--- src/rtl/elevador_escalonador_if.sv ---
// Elevator scheduler bus: button inputs toward the scheduler and motor/door/status
// outputs back out. Optional door-obstruction input under ELEVADOR_OBSTRUCAO_EN.
interface elevador_escalonador_if #(
    parameter int NUM_ANDARES = 3,
    parameter int AW          = 2
);
    logic [NUM_ANDARES-1:0] bd_n;          // hall buttons, active low
    logic [NUM_ANDARES-1:0] bf_n;          // cabin buttons, active low
    logic                   sobe;          // motor up
    logic                   desce;         // motor down
    logic                   porta_aberta;  // door open
    logic [AW-1:0]          andar_atual;   // current floor
    logic [NUM_ANDARES-1:0] pendentes;     // pending calls
`ifdef ELEVADOR_OBSTRUCAO_EN
    logic                   obstrucao_n;   // 0 = door obstructed
`endif

    // Button/sensor side (panel or testbench)
    modport master (
`ifdef ELEVADOR_OBSTRUCAO_EN
        output obstrucao_n,
`endif
        output bd_n, bf_n,
        input  sobe, desce, porta_aberta, andar_atual, pendentes
    );

    // Scheduler side
    modport slave (
`ifdef ELEVADOR_OBSTRUCAO_EN
        input  obstrucao_n,
`endif
        input  bd_n, bf_n,
        output sobe, desce, porta_aberta, andar_atual, pendentes
    );
endinterface

--- src/rtl/elevador_escalonador.sv ---
// Elevator call scheduler and motion sequencer (SCAN / collective policy).
// Latches hall and cabin calls, moves the car floor by floor using an internal
// travel timer, opens the door at called floors and keeps sweeping in one
// direction while calls remain that way.
// Optional: ELEVADOR_OBSTRUCAO_EN adds obstrucao_n, which holds the door open.
module elevador_escalonador #(
    parameter int NUM_ANDARES   = 3,
    parameter int AW            = 2,
    parameter int TRAVEL_CYCLES = 8,
    parameter int DOOR_CYCLES   = 4
) (
    input  logic                   clock,
    input  logic                   reset_n,
    elevador_escalonador_if.slave  bus
);

    localparam int TMAX = (TRAVEL_CYCLES > DOOR_CYCLES) ? TRAVEL_CYCLES : DOOR_CYCLES;
    localparam int TW   = $clog2(TMAX + 1);

    // Timers are loaded with N-1 and expire on the edge where they read zero,
    // so a load at edge E expires exactly N edges later.
    localparam logic [TW-1:0] TRAVEL_LOAD = TW'(TRAVEL_CYCLES - 1);
    localparam logic [TW-1:0] DOOR_LOAD   = TW'(DOOR_CYCLES - 1);
    localparam logic [AW-1:0] TOP_FLOOR   = AW'(NUM_ANDARES - 1);

    typedef enum logic [1:0] {
        ST_IDLE      = 2'd0,
        ST_MOVE_UP   = 2'd1,
        ST_MOVE_DOWN = 2'd2,
        ST_DOOR_OPEN = 2'd3
    } state_t;

    state_t                 state_q, state_d;
    logic [AW-1:0]          andar_q, andar_d;
    logic [NUM_ANDARES-1:0] pend_q, pend_d;
    logic                   dir_up_q, dir_up_d;
    logic [TW-1:0]          timer_q, timer_d;
    logic                   sobe_q, desce_q, porta_q;

    logic [NUM_ANDARES-1:0] press;      // any button pressed this cycle
    logic [NUM_ANDARES-1:0] pend_set;   // pending calls including this cycle's presses
    logic [AW-1:0]          floor_up;   // neighbour floors, saturated at the ends
    logic [AW-1:0]          floor_down;
    logic                   door_hold;

    // Any call strictly above floor f
    function automatic logic any_above(input logic [NUM_ANDARES-1:0] p, input logic [AW-1:0] f);
        logic r;
        r = 1'b0;
        for (int i = 0; i < NUM_ANDARES; i++) begin
            if (p[i] && (i > int'(f))) r = 1'b1;
        end
        return r;
    endfunction

    // Any call strictly below floor f
    function automatic logic any_below(input logic [NUM_ANDARES-1:0] p, input logic [AW-1:0] f);
        logic r;
        r = 1'b0;
        for (int i = 0; i < NUM_ANDARES; i++) begin
            if (p[i] && (i < int'(f))) r = 1'b1;
        end
        return r;
    endfunction

    genvar gi;
    generate
        for (gi = 0; gi < NUM_ANDARES; gi++) begin : g_press
            assign press[gi] = ~bus.bd_n[gi] | ~bus.bf_n[gi];
        end
    endgenerate

    assign pend_set   = pend_q | press;
    assign floor_up   = (andar_q == TOP_FLOOR) ? andar_q : andar_q + AW'(1);
    assign floor_down = (andar_q == '0)        ? andar_q : andar_q - AW'(1);

`ifdef ELEVADOR_OBSTRUCAO_EN
    assign door_hold = ~bus.obstrucao_n;
`else
    assign door_hold = 1'b0;
`endif

    // Next-state decision: call latch, SCAN direction choice, timers and position.
    // IDLE decides on the registered calls so a press leaves IDLE one edge later;
    // moving and door states also see same-edge presses so a call arriving with
    // the car is still served.
    always_comb begin
        state_d  = state_q;
        andar_d  = andar_q;
        pend_d   = pend_set;
        dir_up_d = dir_up_q;
        timer_d  = timer_q;

        case (state_q)
            ST_IDLE: begin
                if (pend_q[andar_q]) begin
                    state_d         = ST_DOOR_OPEN;
                    timer_d         = DOOR_LOAD;
                    pend_d[andar_q] = 1'b0;
                end else if (dir_up_q ? any_above(pend_q, andar_q) : any_below(pend_q, andar_q)) begin
                    state_d = dir_up_q ? ST_MOVE_UP : ST_MOVE_DOWN;
                    timer_d = TRAVEL_LOAD;
                end else if (dir_up_q ? any_below(pend_q, andar_q) : any_above(pend_q, andar_q)) begin
                    state_d  = dir_up_q ? ST_MOVE_DOWN : ST_MOVE_UP;
                    dir_up_d = ~dir_up_q;
                    timer_d  = TRAVEL_LOAD;
                end
            end

            ST_MOVE_UP: begin
                if (timer_q != '0) begin
                    timer_d = timer_q - TW'(1);
                end else begin
                    andar_d = floor_up;
                    if (pend_set[floor_up]) begin
                        state_d          = ST_DOOR_OPEN;
                        timer_d          = DOOR_LOAD;
                        pend_d[floor_up] = 1'b0;
                    end else if (any_above(pend_set, floor_up)) begin
                        timer_d = TRAVEL_LOAD;
                    end else begin
                        state_d = ST_IDLE;
                    end
                end
            end

            ST_MOVE_DOWN: begin
                if (timer_q != '0) begin
                    timer_d = timer_q - TW'(1);
                end else begin
                    andar_d = floor_down;
                    if (pend_set[floor_down]) begin
                        state_d            = ST_DOOR_OPEN;
                        timer_d            = DOOR_LOAD;
                        pend_d[floor_down] = 1'b0;
                    end else if (any_below(pend_set, floor_down)) begin
                        timer_d = TRAVEL_LOAD;
                    end else begin
                        state_d = ST_IDLE;
                    end
                end
            end

            ST_DOOR_OPEN: begin
                if (press[andar_q]) begin
                    // Press at the open floor is absorbed and keeps the door open
                    pend_d[andar_q] = pend_q[andar_q];
                    timer_d         = DOOR_LOAD;
                end else if (door_hold) begin
                    timer_d = DOOR_LOAD;
                end else if (timer_q != '0) begin
                    timer_d = timer_q - TW'(1);
                end else if (dir_up_q ? any_above(pend_set, andar_q) : any_below(pend_set, andar_q)) begin
                    state_d = dir_up_q ? ST_MOVE_UP : ST_MOVE_DOWN;
                    timer_d = TRAVEL_LOAD;
                end else if (dir_up_q ? any_below(pend_set, andar_q) : any_above(pend_set, andar_q)) begin
                    state_d  = dir_up_q ? ST_MOVE_DOWN : ST_MOVE_UP;
                    dir_up_d = ~dir_up_q;
                    timer_d  = TRAVEL_LOAD;
                end else begin
                    state_d = ST_IDLE;
                end
            end

            default: begin
                state_d = ST_IDLE;
            end
        endcase
    end

    // State, position, calls, timer and registered command outputs
    always_ff @(posedge clock or negedge reset_n) begin
        if (!reset_n) begin
            state_q  <= ST_IDLE;
            andar_q  <= '0;
            pend_q   <= '0;
            dir_up_q <= 1'b1;
            timer_q  <= '0;
            sobe_q   <= 1'b0;
            desce_q  <= 1'b0;
            porta_q  <= 1'b0;
        end else begin
            state_q  <= state_d;
            andar_q  <= andar_d;
            pend_q   <= pend_d;
            dir_up_q <= dir_up_d;
            timer_q  <= timer_d;
            sobe_q   <= (state_d == ST_MOVE_UP);
            desce_q  <= (state_d == ST_MOVE_DOWN);
            porta_q  <= (state_d == ST_DOOR_OPEN);
        end
    end

    assign bus.sobe         = sobe_q;
    assign bus.desce        = desce_q;
    assign bus.porta_aberta = porta_q;
    assign bus.andar_atual  = andar_q;
    assign bus.pendentes    = pend_q;

endmodule

--- src/flat_wrapper.sv ---
// flat-port wrapper written by rule: the top's interface ports become plain ports
module elevador_escalonador_flat 
#(
    parameter int NUM_ANDARES   = 3,
    parameter int AW            = 2,
    parameter int TRAVEL_CYCLES = 8,
    parameter int DOOR_CYCLES   = 4
)
  (clock, reset_n, bus_bd_n, bus_bf_n, bus_sobe, bus_desce, bus_porta_aberta, bus_andar_atual, bus_pendentes);
  elevador_escalonador_if #(.NUM_ANDARES(NUM_ANDARES), .AW(AW)) bus_i ();
  input  logic clock;
  input  logic reset_n;
  input wire logic [$bits(bus_i.bd_n)-1:0] bus_bd_n;
  input wire logic [$bits(bus_i.bf_n)-1:0] bus_bf_n;
  output wire logic [$bits(bus_i.sobe)-1:0] bus_sobe;
  output wire logic [$bits(bus_i.desce)-1:0] bus_desce;
  output wire logic [$bits(bus_i.porta_aberta)-1:0] bus_porta_aberta;
  output wire logic [$bits(bus_i.andar_atual)-1:0] bus_andar_atual;
  output wire logic [$bits(bus_i.pendentes)-1:0] bus_pendentes;
  assign bus_i.bd_n = bus_bd_n;
  assign bus_i.bf_n = bus_bf_n;
  assign bus_sobe = bus_i.sobe;
  assign bus_desce = bus_i.desce;
  assign bus_porta_aberta = bus_i.porta_aberta;
  assign bus_andar_atual = bus_i.andar_atual;
  assign bus_pendentes = bus_i.pendentes;
  elevador_escalonador #(.NUM_ANDARES(NUM_ANDARES), .AW(AW), .TRAVEL_CYCLES(TRAVEL_CYCLES), .DOOR_CYCLES(DOOR_CYCLES)) u_core (.clock(clock), .reset_n(reset_n), .bus(bus_i));
endmodule
--- config.mk ---
export PLATFORM = sky130hd
export DESIGN_NAME = elevador_escalonador_flat
export DESIGN_NICKNAME = d
export VERILOG_FILES = /design/src/rtl/elevador_escalonador_if.sv /design/src/rtl/elevador_escalonador.sv /design/src/flat_wrapper.sv
export SDC_FILE = /design/constraint.sdc
export NUM_CORES = 1
export LEC_CHECK = 0
export BUFFER_PORTS_ARGS = -buffer_cell sky130_fd_sc_hd__buf_4
export CAP_MARGIN = 20
export CORE_MARGIN = 1.5
export CORE_UTILIZATION = 50
export DETAILED_ROUTE_END_ITERATION = 6
export PLACE_DENSITY = 0.76
export SYNTH_ARGS = -nofsm -noshare
export SYNTH_HDL_FRONTEND = slang
export SYNTH_SLANG_ARGS = --single-unit
--- constraint.sdc ---
create_clock -name clock -period 6.9 [get_ports clock]
set_input_delay 1.38 -clock clock [delete_from_list [all_inputs] [get_ports clock]]
set_output_delay 1.38 -clock clock [all_outputs]
set_load 0.05 [all_outputs]
==> results of run 1 <==
[layout make-up]
cell class,instances,area [sq um],area share
clock inverter,1,5.005,0.002805
inverter,14,52.55,0.02945
sequential,15,376.6,0.2111
clock buffer,3,22.52,0.01262
timing repair buffer,15,112.6,0.06311
tap,44,55.05,0.03086
multi-input combinational,163,1160,0.6501
[sequential cells by signal, indices dropped and copies added, names as in the netlist]
signal,count
u_core.timer_q,4
u_core.state_q,2
u_core.bus.andar_atual,2
u_core.bus.sobe,1
u_core.bus.porta_aberta,1
u_core.dir_up_q,1
u_core.bus.desce,1
u_core.bus.pendentes,3
[final timing paths]
check | cells after the start | end | slack, ns | from
hold reg to reg | 1 | u_core.dir_up_q | 0.53 | u_core.dir_up_q
setup / recovery | 7 | u_core.bus.desce | 4.10 | bus_bf_n[0]
min in group asynchronous | 1 | u_core.bus.pendentes[1] | 0.91 | reset_n
max in group asynchronous | 1 | u_core.dir_up_q | 5.74 | reset_n
hold / removal | 1 | u_core.dir_up_q | 0.53 | u_core.dir_up_q
setup reg to reg | 8 | u_core.bus.desce | 4.23 | u_core.bus.andar_atual[1]
[kinds of logic (layout without fill, tap and decap cells)]
family | after synthesis | in the layout | synth area share
AOI/OAI and AO/OA | 82 | 82 | 0.3515
adders and majority gates | 13 | 13 | 0.09954
buffers and inverters | 21 | 33 | 0.05972
and+or+nand+nor | 62 | 62 | 0.2221
DFF | 15 | 15 | 0.2305
muxes | 6 | 6 | 0.03675
[stage by stage]
stage               instances  hold slack, ns
floorplan                 199          0.4901
global route              255          0.5552
finish                    255          0.5305
global placement          251          0.5081
detailed placement        251          0.5169
CTS                       255          0.5304
[per-layer routing]
| layer | vias to the layer above | share of wire | GRT usage |
|---|---|---|---|
| met5 | - | 0 | 0 |
| met4 | 0 | 0.019 | 0.08889 |
| met3 | 10 | 0.088 | 0.06061 |
| met2 | 89 | 0.46 | 0.4037 |
| met1 | 775 | 0.44 | 0.3750 |
| li1 | 772 | - | - |
[critical path, stage by stage]
cell      delay, ns
buf_4          0.08
nand3b_1       0.29
a222oi_1       0.50
nor3_1         0.11
a221oi_1       0.29
a31oi_1        0.18
and3_1         0.18
[cells in the final DEF (no fill, tap or decap), types with 2 or more instances in the layout]
cell	count
nor4_1	2
o22ai_1	2
o211ai_1	2
a221o_1	2
nor2b_1	4
o31ai_1	3
or3_1	3
a31oi_1	2
o2bb2ai_1	2
o21ai_0	15
nor2_1	15
buf_4	15
o22a_1	3
a21o_1	2
mux2i_1	6
clkbuf_4	3
nand3b_4	2
a21oi_1	23
a21boi_0	2
inv_1	14
nor3_1	3
ha_1	13
dfrtp_1	14
nand2_1	14
nand2b_1	3
a2bb2oi_1	2
nand3_1	4
and3_1	2
==> results_dict.tcl, run 1 <==
set metrics [dict create \
    grt_pass1_wl_mm 7.231 \
    cts-hold-fix-buffers 0 \
    worst_pin_slew_ns 0.5986 \
    finalHoldViolations 0 \
    post-route-drc-count 0 \
    detail_route.wl_per_cell_um 17.10 \
    antenna_cells 0 \
    yosysMostFrequentCell "a21oi_1" \
    io_pins 16 \
    fmax_ghz 0.3573 \
    yosysTopAreaCellShare 0.2144 \
    finalCritPeriodShare 0.4056 \
    cts_resized 0 \
    routabilityCongestion 0.9316 \
    wl_mm 4.360 \
    fillCellCount 290 \
    synthTopCellsByCount "a21oi_1 (23), nor2_1 (15), o21ai_0 (15)" \
    synth_seq_area_share 0.2305 \
    vias 1646 \
    drt_iter0_drc 132 \
    core-area_sq_um 3078 \
    die_w_um 60.17 \
    antenna_found_initial 0 \
    synthCells 199 \
    end_kind "flip-flop" \
    min_period_ns 2.799 \
    syn2layout_area_growth_pct 9.188 \
    synthDistinctLibCells 62 \
    dp_hpwl_mm 3.246 \
    cts_tree "yes" \
    htree_levels 1 \
    cts_made_buffers 3 \
    finClkSkew_ns 0.01291 \
    fin_ws_ns 4.102 \
    root_buffer "clkbuf_4" \
    fp.dieArea_sq_um 3620 \
    holdCritPathClass "reg -> reg" \
    fin_tns_setup_ns 0 \
    cp.required_ns 7.11 \
    max-cap-violations 0 \
    drv_slew 0 \
    critPathLaunchType "primary input" \
    final_core_util 0.5797 \
    syn-cell-area_sq_um 1634 \
    synth_area_per_cell_sq_um 8.211 \
    first_global_vias 1498 \
    syn_nets 220 \
    placed_cell_area_sq_um 1757 \
    drive_gt1_frac 0.1611 \
    path_clk_slew_ns 0.11 \
    critPathArrivalTime_ns 3.01 \
    gr-total-overflow 0 \
    preCtsSetupSlack_ns 3.812 \
    fp.dieH_um 60.17 \
    cts_buffer_depth 2 \
    crit_path_max_fanout 10 \
    synthArstFlopShare 1.000 \
    synth_edf_count 0 \
    setup_viol 0 \
    rsz0062_at_grt "no" \
    start_util 0.5309 \
    final_nets 233 \
    first_pass_iters 4 \
    yosysWarnings 0 \
    grt_max_degree 16 \
    ys_ff_latch 15 \
    clkLatencyLatePin_ns 0.31 \
    grt_usage 0.2678 \
    finalInstanceArea_sq_um 1784 \
    core.rowCount 20 \
    path_class "in -> reg" \
    postCtsSetupBuffers 0 \
    relSlewSlack 0.5979 \
    ys_top_cells_by_area "dfrtp_1 (21%), ha_1 (10%), a21oi_1 (7.0%), o21ai_0 (4.6%), mux2i_1 (3.7%)" \
    status "finished, final reports clean" \
    cts.sinks 15 \
    synth_ff_type "dfrtp_1" \
    antenna_left 0 \
    vias_per_cell 6.455 \
    post-synth-top-area-cell "dfrtp_1" \
    io_buffers 15 \
]
Power of run 1 is not shown: default switching activity piles up to over one toggle a cycle in this logic, so the estimate is an artifact.
==> inputs of run 2 (changes only) <==
==> constraint.sdc (replaced) <==
create_clock -name clock -period 2.9 [get_ports clock]
set_input_delay 0.58 -clock clock [delete_from_list [all_inputs] [get_ports clock]]
set_output_delay 0.58 -clock clock [all_outputs]
set_load 0.05 [all_outputs]
==> run 2 against run 1 <==
Clock skew shrank 0.0054 ns; critical path depth grew 1; sequential cell count is the same; first-iteration DRC count grew 14%; worst setup slack lost 4.0 ns; core utilization grew 0.24 points; via count grew 3.0%; largest cell class unchanged; clock-buffer cell count is the same; die area is the same; highest routed layer unchanged.
==> results_dict.tcl, run 2 (same netlist as run 1, synthesis figures left out) <==
set metrics [dict create \
    status "finished, final reports clean" \
    crit_path_top_delay_cell "nor3_1" \
    start_util 0.5309 \
    finClkSkew_ns 0.007524 \
    first_global_vias 1593 \
    crit_family "compound AO/OA/AOI/OAI gates" \
    critPathArrivalTime_ns 3.02 \
    vias 1695 \
    hold_slack_ns 0.1065 \
    vias_per_cell 6.621 \
    core-area_sq_um 3078 \
    dp_hpwl_mm 3.298 \
    cts_buffer_depth 2 \
    max_stage_delay_ns 0.67 \
    core.rowCount 20 \
    grt_usage 0.2813 \
    largest_reg_flops 4 \
    drt_iter0_drc 151 \
    clkLatencyLatePin_ns 0.31 \
    preCtsSetupSlack_ns 0.3298 \
    drv_slew 0 \
    htree_levels 1 \
    r2r-end "u_core.timer_q[2]" \
    postCtsSetupBuffers 0 \
    fp.dieArea_sq_um 3620 \
    cts.sinks 15 \
    r2r_start "u_core.bus.andar_atual[1]" \
    relSlewSlack 0.4850 \
    io_buffers 15 \
    path_class "reg -> reg" \
    end_kind "flip-flop" \
    cts-hold-fix-buffers 0 \
    max-cap-violations 0 \
    fmax_ghz 0.3611 \
    grt_pass1_wl_mm 7.610 \
    fin_tns_setup_ns 0 \
    rsz0062_at_grt "no" \
    antenna_found_initial 0 \
    crit_buf_inv 2 \
    mostFrequentLayoutCells "a21oi_1 (23), buf_4 (16), o21ai_0 (15), nor2_1 (15)" \
    fin_ws_ns 0.1305 \
    fp.dieH_um 60.17 \
    min_period_ns 2.770 \
    cp.depth 8 \
    post-route-drc-count 0 \
    cts_made_buffers 3 \
    rr_worst_depth 8 \
    grt_max_degree 16 \
    crit_path_max_fanout 14 \
    finalHoldViolations 0 \
    finalCritPeriodShare 0.9550 \
    setup.worst_path.start "u_core.bus.andar_atual[1]" \
    syn2layout_area_growth_pct 9.648 \
    holdCritPathClass "in -> async" \
    first_pass_iters 6 \
    drive_gt1_frac 0.1651 \
    regMostFlops "u_core.timer_q" \
    cts_resized 0 \
    final_common_cell "a21oi_1" \
    die_w_um 60.17 \
    cp.required_ns 3.15 \
    critPathLaunchType "flip-flop" \
    antenna_cells 0 \
    path_cells "inv_1 > ha_1 > inv_1 > a21oi_1 > o22ai_1 > o22ai_1 > nor3_1 > o32a_1" \
    path_clk_slew_ns 0.12 \
    crit_end "u_core.timer_q[2]" \
    io_pins 16 \
    root_buffer "clkbuf_4" \
    antenna_left 0 \
    cts_tree "yes" \
    setup_viol 0 \
    final_nets 234 \
    wl_mm 4.544 \
    detail_route.wl_per_cell_um 17.75 \
    gr-total-overflow 0 \
    worst_pin_slew_ns 0.7666 \
    reg2reg_slack_ns 0.13 \
    routabilityCongestion 0.9175 \
]
-- run 2: changes by cell type in the layout (fill, tap and decap cells not counted) --
cell	previous run	this run
buf_4	15	16
-- run 2: how the worst min path moves through the flow --
stage	startpoint	to	slack [ns]	cells past startpoint
finish	reset_n	u_core.bus.pendentes[0]	0.11	1
global placement	reset_n	u_core.bus.pendentes[0]	0.45	1
CTS	reset_n	u_core.bus.pendentes[0]	0.12	1
detailed placement	reset_n	u_core.bus.pendentes[0]	0.46	1
global route	reset_n	u_core.bus.pendentes[0]	0.11	1
floorplan	reset_n	u_core.bus.andar_atual[0]	0.28	0
-- run 2: per-stage QoR --
stage,instance area [sq um],utilization,cells
after floorplan,1634,-,199
after global placement,1764,0.5732,252
after detailed placement,1764,0.5732,252
after CTS,1792,0.5821,256
after global routing,1792,0.5821,256
final,1792,0.5821,256
-- run 2: metal layers --
metal  global-route usage  up-vias  wire length, um  share of wire
li1                     -      778                -              -
met1               0.3840      774             1896           0.42
met2               0.4208      118             2016           0.44
met3              0.05844       25              480           0.11
met4               0.1302        0              152          0.033
met5                    0        -                0              0
-- run 2: final cells by class --
| type | instances | area (sq um) |
|---|---|---|
| clock buffers | 3 | 22.52 |
| clock inverters | 1 | 5.005 |
| fillers | 287 | 1286 |
| inverters | 14 | 52.55 |
| multi-input cells | 163 | 1160 |
| flip-flops and latches | 15 | 376.6 |
| well taps | 44 | 55.05 |
| repair buffers | 16 | 120.1 |
-- run 2: worst reg2reg max path: stages (launching register included) --
cell	delay, ns
dfrtp_1	0.66
inv_1	0.16
ha_1	0.37
inv_1	0.14
a21oi_1	0.08
o22ai_1	0.20
o22ai_1	0.16
nor3_1	0.67
o32a_1	0.27
Power of run 2 is left out for the same reason.
==> inputs of run 3 (changes only) <==
--- a/config.mk
+++ b/config.mk
@@ -8,9 +8,9 @@
 export BUFFER_PORTS_ARGS = -buffer_cell sky130_fd_sc_hd__buf_4
 export CAP_MARGIN = 20
 export CORE_MARGIN = 1.5
-export CORE_UTILIZATION = 50
+export CORE_UTILIZATION = 30
 export DETAILED_ROUTE_END_ITERATION = 6
-export PLACE_DENSITY = 0.76
+export PLACE_DENSITY = 0.53
 export SYNTH_ARGS = -nofsm -noshare
 export SYNTH_HDL_FRONTEND = slang
 export SYNTH_SLANG_ARGS = --single-unit
==> constraint.sdc (replaced) <==
create_clock -name clock -period 2.85 [get_ports clock]
set_input_delay 0.57 -clock clock [delete_from_list [all_inputs] [get_ports clock]]
set_output_delay 0.57 -clock clock [all_outputs]
set_load 0.05 [all_outputs]
==> run 3 against run 2 <==
Core utilization shrank 22 points; sequential cell count is the same; maximum frequency grew 9.0%; wire length grew 1.7%; clock skew shrank 0.0015 ns; first-iteration DRC count grew 17%; register-to-register slack gained 0.18 ns; critical endpoint is now u_core.bus.pendentes[0]; largest cell class unchanged.
==> results_dict.tcl, run 3 (same netlist as run 1, synthesis figures left out) <==
set metrics [dict create \
    status "finished, final reports clean" \
    finClkSkew_ns 0.006072 \
    fin_tns_setup_ns 0 \
    path_class "reg -> reg" \
    cts_tree "yes" \
    clkLatencyLatePin_ns 0.26 \
    rr_worst_depth 7 \
    core.rowCount 26 \
    cts_resized 0 \
    dp_hpwl_mm 3.534 \
    first_global_vias 1525 \
    cts-hold-fix-buffers 0 \
    critPathArrivalTime_ns 2.69 \
    max_stage_delay_ns 0.57 \
    end_kind "flip-flop" \
    drt_iter0_drc 177 \
    fp.dieH_um 76.81 \
    min_period_ns 2.542 \
    gr-total-overflow 0 \
    reg2reg_slack_ns 0.31 \
    holdCritPathClass "in -> async" \
    cts_buffer_depth 2 \
    wl_mm 4.619 \
    crit_path_top_delay_cell "or3b_1" \
    crit_path_max_fanout 11 \
    routabilityCongestion 0.8293 \
    r2r_start "u_core.timer_q[0]" \
    post-route-drc-count 0 \
    setup_viol 0 \
    rsz0062_at_grt "no" \
    htree_levels 1 \
    antenna_found_initial 0 \
    cts_made_buffers 3 \
    first_pass_iters 4 \
    drv_slew 0 \
    syn2layout_area_growth_pct 15.54 \
    antenna_cells 0 \
    root_buffer "clkbuf_8" \
    path_cells "inv_1 > ha_1 > or3b_1 > o31ai_2 > a21oi_1 > o211a_1 > a221o_1" \
    setup.worst_path.start "u_core.timer_q[0]" \
    io_pins 16 \
    critPathLaunchType "flip-flop" \
    cp.required_ns 2.99 \
    detail_route.wl_per_cell_um 16.04 \
    worst_pin_slew_ns 0.6016 \
    grt_max_degree 16 \
    antenna_left 0 \
    vias 1615 \
    grt_pass1_wl_mm 7.866 \
    grt_usage 0.1663 \
    r2r-end "u_core.bus.pendentes[0]" \
    finalHoldViolations 0 \
    fillCellCount 547 \
    drive_gt1_frac 0.1881 \
    final_nets 240 \
    fmax_ghz 0.3935 \
    largest_reg_flops 4 \
    postCtsSetupBuffers 0 \
    start_util 0.3159 \
    path_clk_slew_ns 0.08 \
    fp.dieArea_sq_um 5899 \
    finalCritPeriodShare 0.8918 \
    cts.sinks 15 \
    core-area_sq_um 5172 \
    die_w_um 76.81 \
    relSlewSlack 0.5990 \
    io_buffers 15 \
    max-cap-violations 0 \
    mostFrequentLayoutCells "a21oi_1 (23), buf_4 (22), o21ai_0 (15), nor2_1 (15)" \
    final_common_cell "a21oi_1" \
    regMostFlops "u_core.timer_q" \
    vias_per_cell 5.608 \
]
## run 3: cell types whose count changed in the layout (fill, tap and decap cells not counted)
cell	before	now
clkbuf_8	0	3
clkbuf_4	3	0
buf_4	16	22
## run 3: cell type report
class	instances	area, sq um	share of cell area
clock inverter	1	5.005	0.002651
inverter	14	52.55	0.02783
multi-input combinational	163	1160	0.6143
sequential	15	376.6	0.1995
tap	70	87.58	0.04639
clock buffer	3	41.29	0.02187
timing repair buffer	22	165.2	0.08747
## run 3: stage by stage
step           cell area (sq um)  cells    util  setup WS (ns)  hold WS (ns)
2_1_floorplan               1634    199       -         0.2899        0.2744
3_3_place_gp                1842    284  0.3561         0.3275        0.4477
3_5_place_dp                1842    284  0.3561         0.3416        0.4493
4_1_cts                     1888    288  0.3650         0.3213        0.1649
5_1_grt                     1888    288  0.3650         0.1396        0.1747
6_report                    1888    288  0.3650         0.3084        0.1526
## run 3: worst max path at each step
stage / endpoint / slack, ns / cells past startpoint
6_report: u_core.bus.pendentes[0] / 0.31 / 7
5_1_grt: u_core.bus.porta_aberta / 0.14 / 7
4_1_cts: u_core.bus.pendentes[0] / 0.32 / 7
3_5_place_dp: u_core.bus.pendentes[0] / 0.34 / 7
3_3_place_gp: u_core.bus.pendentes[0] / 0.33 / 7
2_1_floorplan: u_core.bus.desce / 0.29 / 8
## run 3: routing by layer
| layer | share of wire | vias up | routed length (um) | GRT usage |
|---|---|---|---|---|
| met3 | 0.077 | 9 | 356 | 0.02976 |
| met5 | 0 | - | 0 | 0 |
| met4 | 0.017 | 0 | 77 | 0.04630 |
| met2 | 0.46 | 65 | 2106 | 0.2619 |
| li1 | - | 787 | - | - |
| met1 | 0.45 | 754 | 2079 | 0.2309 |
## run 3: worst max-delay path, delay by kind of cell (launching register included)
kind	cells	cell delay (ns)
adders and majority gates	1	0.22
DFF	1	0.42
and+or+nand+nor	1	0.57
AOI/OAI and AO/OA	4	1.12
buffers and inverters	1	0.09
Power of run 3 is left out for the same reason.
